File: src/rtl/hilo_pkg.sv
// HI/LO accumulator bank: op encodings and op-class masks indexed by op code.
package hilo_pkg;

  typedef enum logic [3:0] {
    OP_NOP   = 4'd0,
    OP_MTHI  = 4'd1,
    OP_MTLO  = 4'd2,
    OP_WRITE = 4'd3,
    OP_MULT  = 4'd4,
    OP_MULTU = 4'd5,
    OP_MADD  = 4'd6,
    OP_MADDU = 4'd7,
    OP_MSUB  = 4'd8,
    OP_MSUBU = 4'd9
  } hilo_op_e;

  // Bit n of each mask set means op code n belongs to that class; codes 10-15 fall in none.
  localparam logic [15:0] IS_DIRECT = 16'h000E;
  localparam logic [15:0] IS_MUL    = 16'h03F0;
  localparam logic [15:0] IS_ACC    = 16'h03C0;
  localparam logic [15:0] IS_SUB    = 16'h0300;
  localparam logic [15:0] IS_SIGNED = 16'h0150;

  function automatic logic op_in(input logic [15:0] mask, input logic [3:0] op);
    return mask[op];
  endfunction

endpackage

File: src/rtl/hilo_mul_pipe.sv
// Signed/unsigned DATA_W x DATA_W multiplier: operand register plus MUL_STAGES product stages,
// with channel/op sideband travelling alongside. Output is the commit stage.
module hilo_mul_pipe
  import hilo_pkg::*;
#(
  parameter int DATA_W     = 32,
  parameter int MUL_STAGES = 2,
  parameter int ACC_W      = 2
) (
  input  logic                  clk,
  input  logic                  rst,
  input  logic                  flush,
  input  logic                  in_vld_i,
  input  logic [ACC_W-1:0]      in_acc_i,
  input  logic [3:0]            in_op_i,
  input  logic [DATA_W-1:0]     in_a_i,
  input  logic [DATA_W-1:0]     in_b_i,
  output logic                  out_vld_o,
  output logic [ACC_W-1:0]      out_acc_o,
  output logic [3:0]            out_op_o,
  output logic [2*DATA_W-1:0]   out_prod_o
);

  localparam int PW = 2 * DATA_W;

  logic [MUL_STAGES:0]             vld_pipe;
  logic [MUL_STAGES:0][ACC_W-1:0]  acc_q;
  logic [MUL_STAGES:0][3:0]        op_q;
  logic [MUL_STAGES:1][PW-1:0]     prod_q;
  logic [DATA_W-1:0]               a_q, b_q;
  logic                            sgn;
  logic [PW-1:0]                   a_ext, b_ext, prod;

  // Extend to full width first; the low PW bits of the product are then exact for both signednesses.
  always_comb begin
    sgn   = op_in(IS_SIGNED, op_q[0]);
    a_ext = {{DATA_W{sgn & a_q[DATA_W-1]}}, a_q};
    b_ext = {{DATA_W{sgn & b_q[DATA_W-1]}}, b_q};
    prod  = a_ext * b_ext;
  end

  always_ff @(posedge clk) begin
    if (!rst || flush) vld_pipe <= '0;
    else               vld_pipe <= {vld_pipe[MUL_STAGES-1:0], in_vld_i};
  end

  always_ff @(posedge clk) begin
    if (in_vld_i) begin
      a_q      <= in_a_i;
      b_q      <= in_b_i;
      acc_q[0] <= in_acc_i;
      op_q[0]  <= in_op_i;
    end
    prod_q[1] <= prod;
    for (int s = 1; s <= MUL_STAGES; s++) begin
      acc_q[s] <= acc_q[s-1];
      op_q[s]  <= op_q[s-1];
    end
    for (int s = 2; s <= MUL_STAGES; s++) prod_q[s] <= prod_q[s-1];
  end

  assign out_vld_o  = vld_pipe[MUL_STAGES];
  assign out_acc_o  = acc_q[MUL_STAGES];
  assign out_op_o   = op_q[MUL_STAGES];
  assign out_prod_o = prod_q[MUL_STAGES];

endmodule

File: src/rtl/hilo_acc_bank.sv
// Bank of NUM_ACC HI/LO accumulators: direct writes, pipelined multiply/MAC/MSUB with in-order
// commit, per-channel in-flight counters, WAW stall for direct writes and a combinational read port.
module hilo_acc_bank
  import hilo_pkg::*;
#(
  parameter int  DATA_W     = 32,
  parameter int  NUM_ACC    = 4,
  parameter int  MUL_STAGES = 2,
  localparam int ACC_W      = (NUM_ACC > 1) ? $clog2(NUM_ACC) : 1
) (
  input  logic               clk,
  input  logic               rst,
  input  logic               flush,
  input  logic               req_valid,
  output logic               req_ready,
  input  logic [3:0]         req_op,
  input  logic [ACC_W-1:0]   req_acc,
  input  logic [DATA_W-1:0]  req_a,
  input  logic [DATA_W-1:0]  req_b,
  input  logic [ACC_W-1:0]   rd_acc,
  output logic [DATA_W-1:0]  hi_o,
  output logic [DATA_W-1:0]  lo_o,
  output logic               rd_busy,
  output logic [NUM_ACC-1:0] busy
);

  localparam int CNT_W = $clog2(MUL_STAGES + 2);

  logic [DATA_W-1:0] hi_q [NUM_ACC];
  logic [DATA_W-1:0] lo_q [NUM_ACC];
  logic [CNT_W-1:0]  cnt_q [NUM_ACC];

  logic                is_direct, is_mul, acc_busy, accept, wr_en, mul_en;
  logic [NUM_ACC-1:0]  cm_hit, wr_hit, inc;
  logic                mp_vld, cm_vld;
  logic [ACC_W-1:0]    cm_acc;
  logic [3:0]          cm_op;
  logic [2*DATA_W-1:0] cm_prod, cm_cur, cm_res;

  always_comb begin
    for (int i = 0; i < NUM_ACC; i++) busy[i] = (cnt_q[i] != '0);
  end

  // Direct writes wait for their channel to drain so they land after older multiply results.
  always_comb begin
    is_direct = op_in(IS_DIRECT, req_op);
    is_mul    = op_in(IS_MUL, req_op);
    acc_busy  = 1'b0;
    for (int i = 0; i < NUM_ACC; i++)
      if (req_acc == ACC_W'(i)) acc_busy = busy[i];
    req_ready = rst && !flush && !(is_direct && acc_busy);
    accept    = req_valid && req_ready;
    wr_en     = accept && is_direct;
    mul_en    = accept && is_mul;
  end

  hilo_mul_pipe #(
    .DATA_W     (DATA_W),
    .MUL_STAGES (MUL_STAGES),
    .ACC_W      (ACC_W)
  ) u_mul (
    .clk        (clk),
    .rst        (rst),
    .flush      (flush),
    .in_vld_i   (mul_en),
    .in_acc_i   (req_acc),
    .in_op_i    (req_op),
    .in_a_i     (req_a),
    .in_b_i     (req_b),
    .out_vld_o  (mp_vld),
    .out_acc_o  (cm_acc),
    .out_op_o   (cm_op),
    .out_prod_o (cm_prod)
  );

  assign cm_vld = mp_vld && !flush;

  // Commit reads the live register, so a preceding commit to the same channel is already included.
  always_comb begin
    cm_cur = '0;
    for (int i = 0; i < NUM_ACC; i++)
      if (cm_acc == ACC_W'(i)) cm_cur = {hi_q[i], lo_q[i]};
    if (!op_in(IS_ACC, cm_op))     cm_res = cm_prod;
    else if (op_in(IS_SUB, cm_op)) cm_res = cm_cur - cm_prod;
    else                           cm_res = cm_cur + cm_prod;
  end

  always_comb begin
    for (int i = 0; i < NUM_ACC; i++) begin
      cm_hit[i] = cm_vld && (cm_acc == ACC_W'(i));
      wr_hit[i] = wr_en  && (req_acc == ACC_W'(i));
      inc[i]    = mul_en && (req_acc == ACC_W'(i));
    end
  end

  always_ff @(posedge clk) begin
    for (int i = 0; i < NUM_ACC; i++) begin
      if (!rst) begin
        hi_q[i] <= '0;
        lo_q[i] <= '0;
      end else if (cm_hit[i]) begin
        {hi_q[i], lo_q[i]} <= cm_res;
      end else if (wr_hit[i]) begin
        if (req_op != OP_MTLO) hi_q[i] <= req_a;
        if (req_op == OP_MTLO)       lo_q[i] <= req_a;
        else if (req_op == OP_WRITE) lo_q[i] <= req_b;
      end
    end
  end

  always_ff @(posedge clk) begin
    for (int i = 0; i < NUM_ACC; i++) begin
      if (!rst || flush)              cnt_q[i] <= '0;
      else if (inc[i] && !cm_hit[i])  cnt_q[i] <= cnt_q[i] + CNT_W'(1);
      else if (!inc[i] && cm_hit[i])  cnt_q[i] <= cnt_q[i] - CNT_W'(1);
    end
  end

  always_comb begin
    hi_o    = '0;
    lo_o    = '0;
    rd_busy = 1'b0;
    for (int i = 0; i < NUM_ACC; i++) begin
      if (rd_acc == ACC_W'(i)) begin
        hi_o    = hi_q[i];
        lo_o    = lo_q[i];
        rd_busy = busy[i];
      end
    end
  end

endmodule

File: config.mk
export PLATFORM = sky130hd
export DESIGN_NAME = hilo_acc_bank
export DESIGN_NICKNAME = d
export VERILOG_FILES = /design/src/rtl/hilo_pkg.sv /design/src/rtl/hilo_mul_pipe.sv /design/src/rtl/hilo_acc_bank.sv
export SDC_FILE = /design/constraint.sdc
export NUM_CORES = 2
export LEC_CHECK = 0
export ABC_AREA = 0
export CORE_MARGIN = 2
export CORE_UTILIZATION = 45
export DETAILED_ROUTE_END_ITERATION = 8
export PLACE_DENSITY = 0.58
export SYNTH_ARGS = -nofsm -noshare
export SYNTH_HDL_FRONTEND = slang
export SYNTH_SLANG_ARGS = --single-unit
export TNS_END_PERCENT = 30
File: constraint.sdc
create_clock -name clk -period 21.7 [get_ports clk]
set_input_delay 5.425 -clock clk [delete_from_list [all_inputs] [get_ports clk]]
set_output_delay 5.425 -clock clk [all_outputs]
set_load 0.005 [all_outputs]
# After elaboration in Yosys (flattened, before gate mapping)
# Memory sizes are Yosys's and may differ from the RTL's. A register that Yosys moved wholly into a read port is not among the register bits.
# Index checks and enable logic that the tools add are counted.
dict set report word_totals {
  word_cells 212
  regBits 469
  mem_count 6
  ramBits 8
  romBits 80
}
dict set report op_classes {
  add_sub_neg 10
  n_eq_ne 12
  bitwise 10
  order_cmp 3
  reduce_logical 66
  muxes 85
  n_mul 1
}
# name depth word_bits rd rd_ports_with_merged_regs write_ports line_no
set memory_table {}
lappend memory_table {{(no name shown)} 16 1 1 1 0 hilo_pkg.sv:25} ;# return mask[op];
lappend memory_table {{(no name shown)} 16 1 1 1 0 hilo_pkg.sv:25}
lappend memory_table {{(no name shown)} 16 1 1 1 0 hilo_pkg.sv:25}
lappend memory_table {{(no name shown)} 16 1 1 0 0 hilo_pkg.sv:25}
lappend memory_table {{(no name shown)} 16 1 1 0 0 hilo_pkg.sv:25}
lappend memory_table {cnt_q 4 2 4 0 4 hilo_acc_bank.sv:31} ;# logic [CNT_W-1:0] cnt_q [NUM_ACC];
# cell count
set op_table {}
lappend op_table {{two-way mux 32 bit} 27}
lappend op_table {{two-way mux 64 bit} 6}
lappend op_table {{adder 64 bit} 1}
lappend op_table {{multiplier 33 x 33 -> 64 bit} 1}
lappend op_table {{subtractor 64 bit} 1}
lappend op_table {{two-way mux 1 bit} 43}
lappend op_table {{logical AND 1 bit} 27}
lappend op_table {{nonzero test 2 bit} 12}
lappend op_table {{two-way mux 2 bit} 8}
lappend op_table {{AND reduction 2 bit} 8}
lappend op_table {{< comparator 4 x 5 -> 1 bit, second input constant} 3}
lappend op_table {{equality test 2 bit, second input constant} 6}
lappend op_table {{nonzero test 3 bit} 4}
lappend op_table {{logical NOT 1 bit} 11}
lappend op_table {{adder 2 x 1 -> 2 bit, second input constant} 4}
lappend op_table {{equality test 4 x 2 -> 1 bit, second input constant} 2}
lappend op_table {{OR 1 bit} 8}
lappend op_table {{subtractor 2 x 1 -> 2 bit, second input constant} 4}
lappend op_table {{equality test 2 x 1 -> 1 bit, second input constant} 3}
lappend op_table {{logical NOT 2 bit} 3}
lappend op_table {{two-way mux 4 bit} 1}
lappend op_table {{!= test 4 x 2 -> 1 bit, second input constant} 1}
lappend op_table {{bitwise AND 1 bit} 2}
lappend op_table {{logical OR 1 bit} 1}

# Depth between registers and ports, before layout
dict set report depth {
  ltp_word 18
  depth_mapped 32
  mapped_depth_nobuf 29
}

# Cells and area by module
# Synthesis repeated with hierarchy kept, for this count alone.
dict set report unflattened {
  cells_unflattened 7007
  area_unflattened_um2 64620.7
}
# module seq_area_each_um2 area_each_um2 n_inst cells_each
set by_module_without_submodules {}
lappend by_module_without_submodules {hilo_mul_pipe 4984.8 43422.9 1 4460}
lappend by_module_without_submodules {hilo_acc_bank 5365.1 21197.8 1 2547}

# Worst setup path after synthesis
# Ideal clock, no wire load.
dict set report synth_timing {
  kind {input to output}
  startpoint {input rd_acc[0]}
  endpoint {output lo_o[10]}
  required_time_ps 16275
  path_buffers 3
  arrival_time_ps 7092
  stages 4
  setup_slack_ps 9183
  path_cell_list {clkbuf_1 clkbuf_1 clkbuf_1 mux4_2}
}
dict set report synth_via {
  elab_chain_cells 5
  elab_cells_between_ends 8
  classes_between {eq/ne (3); mux (4); reduce/logical (1)}
}
# item line_no
set synth_lines {}
lappend synth_lines {{start, declared} hilo_acc_bank.sv:20} ;# input logic [ACC_W-1:0] rd_acc,
lappend synth_lines {{logical NOT 2 bit} hilo_acc_bank.sv:124} ;# if (rd_acc == ACC_W'(i)) begin
lappend synth_lines {{two-way mux 32 bit (3 in a row)} hilo_acc_bank.sv:124}
lappend synth_lines {{two-way mux 32 bit *} hilo_acc_bank.sv:124}
lappend synth_lines {{end, declared} hilo_acc_bank.sv:22} ;# output logic [DATA_W-1:0] lo_o,
# Mark *: on every way between the ends. The rest lies on a longest branch, timed or not.

# Final worst setup path
dict set report layout_timing {
  startpoint {input rd_acc[1]}
  endpoint {output lo_o[28]}
}
# Same word-level chain as after synthesis.

==> results.sh <==
export IMPL_status="finished clean"
export IMPL_slew_violations=0
export IMPL_fmax_mhz=76.4
export IMPL_synth_ff_type="dfxtp_1"
export IMPL_holdBufCountCts=0
export IMPL_skew_ns=0.0205
export IMPL_via_count=48100
export IMPL_max_clock_path_buffers=3
export IMPL_routedWlPerCell_microns=23.2
export IMPL_synthCells=6779
export IMPL_p_int_mw=4.16
export IMPL_critPathCaptureType="output pin"
export IMPL_portBuffers=145
export IMPL_clk_pin_slew_worst_paths_ns=0.06
export IMPL_p_sw_frac=0.506
export IMPL_synthArstFlopShare=0
export IMPL_power_mw=8.42
export IMPL_ant_nets=0
export IMPL_combPwrFrac=0.748
export IMPL_start_util=0.453
export IMPL_fp_dieH_microns=381
export IMPL_cts_sinks=475
export IMPL_ys_seq_area_frac=0.161
export IMPL_p_seq_frac=0.146
export IMPL_tightest_slew_ns=1.34
export IMPL_numCtsBuffers=49
export IMPL_ys_top_cells_by_area="fa_1, dfxtp_1, inv_1"
export IMPL_setup_viol=0
export IMPL_core_area_sq_um=141000
export IMPL_grt_total_usage=0.280
export IMPL_final_seq_area_sq_um=10300
export IMPL_drt_iter0_markers=3921
export IMPL_die_area_sq_um=145000
export IMPL_clk_latency_ns=0.62
export IMPL_fin_crit_ns=13.09
export IMPL_synth_distinct_cells=93
export IMPL_cp_data_required_time_ns=16.27
export IMPL_p_leak_nw=31.9
export IMPL_post_cts_buffers=0
export IMPL_fin_setup_tns_ns=0
export IMPL_drtPass1Iterations=5
export IMPL_cts_tree="done"
export IMPL_maxCapViolCount=0
export IMPL_timing_slew_headroom=0.0952
export IMPL_viasPerCell=5.59
export IMPL_syn2layout_area_growth_pct=7.50
export IMPL_dp_hpwl_mm=154
export IMPL_grt_pass1_vias=49800
export IMPL_ios=146
export IMPL_fillers=13300
export IMPL_yosys_warnings=0
export IMPL_holdCritStartpoint="u_mul.acc_q[2]$_DFF_P_"
export IMPL_rsz0062_at_grt="no"
export IMPL_hold_path_class="flip-flop to flip-flop"
export IMPL_grt_max_degree=110
export IMPL_dpl_worst_slack_ns=8.60
export IMPL_die_w_microns=381
export IMPL_syn_nets=8260
export IMPL_post_route_util=0.487
export IMPL_clockPowerShare=0.105
export IMPL_ctsResizeCount=0
export IMPL_grt_pass1_wl_mm=311
export IMPL_final_cell_area_sq_um=68900
export IMPL_startpoint="rd_acc[1]"
export IMPL_rr_startpoint="u_mul.sgn$_DFF_P_"
export IMPL_grt_antenna_before_repair=21
export IMPL_multi_input_area_sq_um=48000
export IMPL_htree_levels=2
export IMPL_syn_cell_area_sq_um=64100
export IMPL_syn_avg_cell_area_sq_um=9.45
export IMPL_critPathLaunchType="input pin"
export IMPL_gp_congestion=0.934
export IMPL_fin_nets=8143
export IMPL_cts_root_buf="clkbuf_16"
export IMPL_p_per_area_nw_per_um2=122
export IMPL_synth_edf_count=78
export IMPL_path_max_fanout=45
export IMPL_cp_arrival_ns=7.67
export IMPL_rows=138
export IMPL_hold_viol=0
export IMPL_layout_setup_ws_ns=8.61
export IMPL_timing_final_crit_share=0.603
export IMPL_p_sw_mw=4.26
export IMPL_place_area_sq_um=67200
export IMPL_drive_gt1_frac=0.0631
export IMPL_drt_wl_total_mm=199
export IMPL_drcViolationCount=0
export IMPL_ir_worst_vdd_mv=0.188
export IMPL_ys_ff_latch=475
export IMPL_overflow=0
export IMPL_synth_top_area_cell="fa_1"
export IMPL_synth_top_area_frac=0.352
export IMPL_crit_type="input pin to output pin"
[cell usage after synthesis, types with 24 or more instances]
master and count:
mux4_2 130, nor2_1 282, nor2b_1 33, mux2i_1 171
edfxtp_1 78, mux2_2 35, inv_1 1154, and2_1 420
nand2b_1 24, fa_1 1126, a211oi_1 82, o211a_1 82
o211ai_1 60, clkbuf_1 376, xor2_1 44, o21a_1 75
a21oi_1 218, ha_1 279, and3_1 40, a31oi_1 34
xnor2_1 147, a21o_1 84, o21ai_0 154, nand2_1 945
nor3_1 31, dfxtp_1 397, nand3_1 35
[power by group through the flow]
stage	Clock, mW	Combinational (mW)	Sequential, mW
4_1_cts	0.897	6.31	1.23
3_5_place_dp	0	6.21	1.24
5_1_grt	0.926	7.08	1.25
3_3_place_gp	0	6.25	1.25
2_1_floorplan	0	4.59	1.19
6_report	0.884	6.30	1.23
[layer usage]
| layer | GRT usage | wire length [microns] |
|---|---|---|
| met5 | 0.00694 | 137 |
| met4 | 0.0811 | 6490 |
| met3 | 0.0502 | 15100 |
| met2 | 0.429 | 88400 |
| met1 | 0.406 | 89400 |
[worst max-delay path: stages]
cell,delay (ns)
buf_4,0.38
buf_4,0.67
mux4_2,0.61
clkdlybuf4s50_1,0.49
[layout make-up]
cell class                      instances  area share
Clock buffer                           68      0.0205
Sequential cell                       475       0.150
Clock inverter                         22     0.00365
Tap cell                             1890      0.0343
Multi-Input combinational cell       4736       0.697
Timing Repair Buffer                  246      0.0320
Inverter                             1154      0.0629
Antenna cell                           10    0.000363
[flip-flops by register name, summed over array words and instances (netlist names), 7 cells and up, named ones only]
name and cells:
u_mul.b_q 32, cnt_q 8, hi_q 128, u_mul.a_q 32
u_mul.out_prod_o 64, u_mul.op_q 7, lo_q 128, u_mul.prod_q 64
[through the flow]
| step | cells | hold slack (ns) |
|---|---|---|
| global placement | 8501 | 0.312 |
| finish | 8601 | 0.325 |
| floorplan | 6779 | 0.310 |
| detailed placement | 8501 | 0.312 |
| CTS | 8591 | 0.325 |
| global route | 8594 | 0.323 |
[cells in the final DEF (no fill, tap or decap), drive strengths merged, types with 104 or more instances in the layout]
master,synthesis,layout
o21ai,159,159
buf,38,104
dfxtp,397,397
nor2,282,282
mux2i,172,172
mux4,130,130
inv,1154,1159
nand2,946,946
clkdlybuf4s50,0,142
xnor2,148,148
and2,423,423
a21oi,222,222
fa,1126,1126
ha,279,279
[logic make-up (layout without fill, tap and decap cells)]
group	Yosys count	after routing	share of synthesized area
simple gates	1900	1900	0.138
buf+inv	1568	1490	0.0923
fa+ha+maj	1405	1405	0.406
compound gates	902	902	0.0973
flops	475	475	0.161
mux	337	337	0.0788
xor+xnor	192	192	0.0264
other cells	0	10	0
[worst paths after layout]
| kind | cells past startpoint | slack, ns | endpoint |
|---|---|---|---|
| min | 0 | 0.33 | u_mul.out_acc_o[0]$_DFF_P_ |
| max reg2reg | 28 | 12.15 | u_mul.prod_q[63]$_DFF_P_ |
| max | 4 | 8.61 | lo_o[28] |
| min reg2reg | 0 | 0.33 | u_mul.out_acc_o[0]$_DFF_P_ |
(Power assumes the default switching activity.)
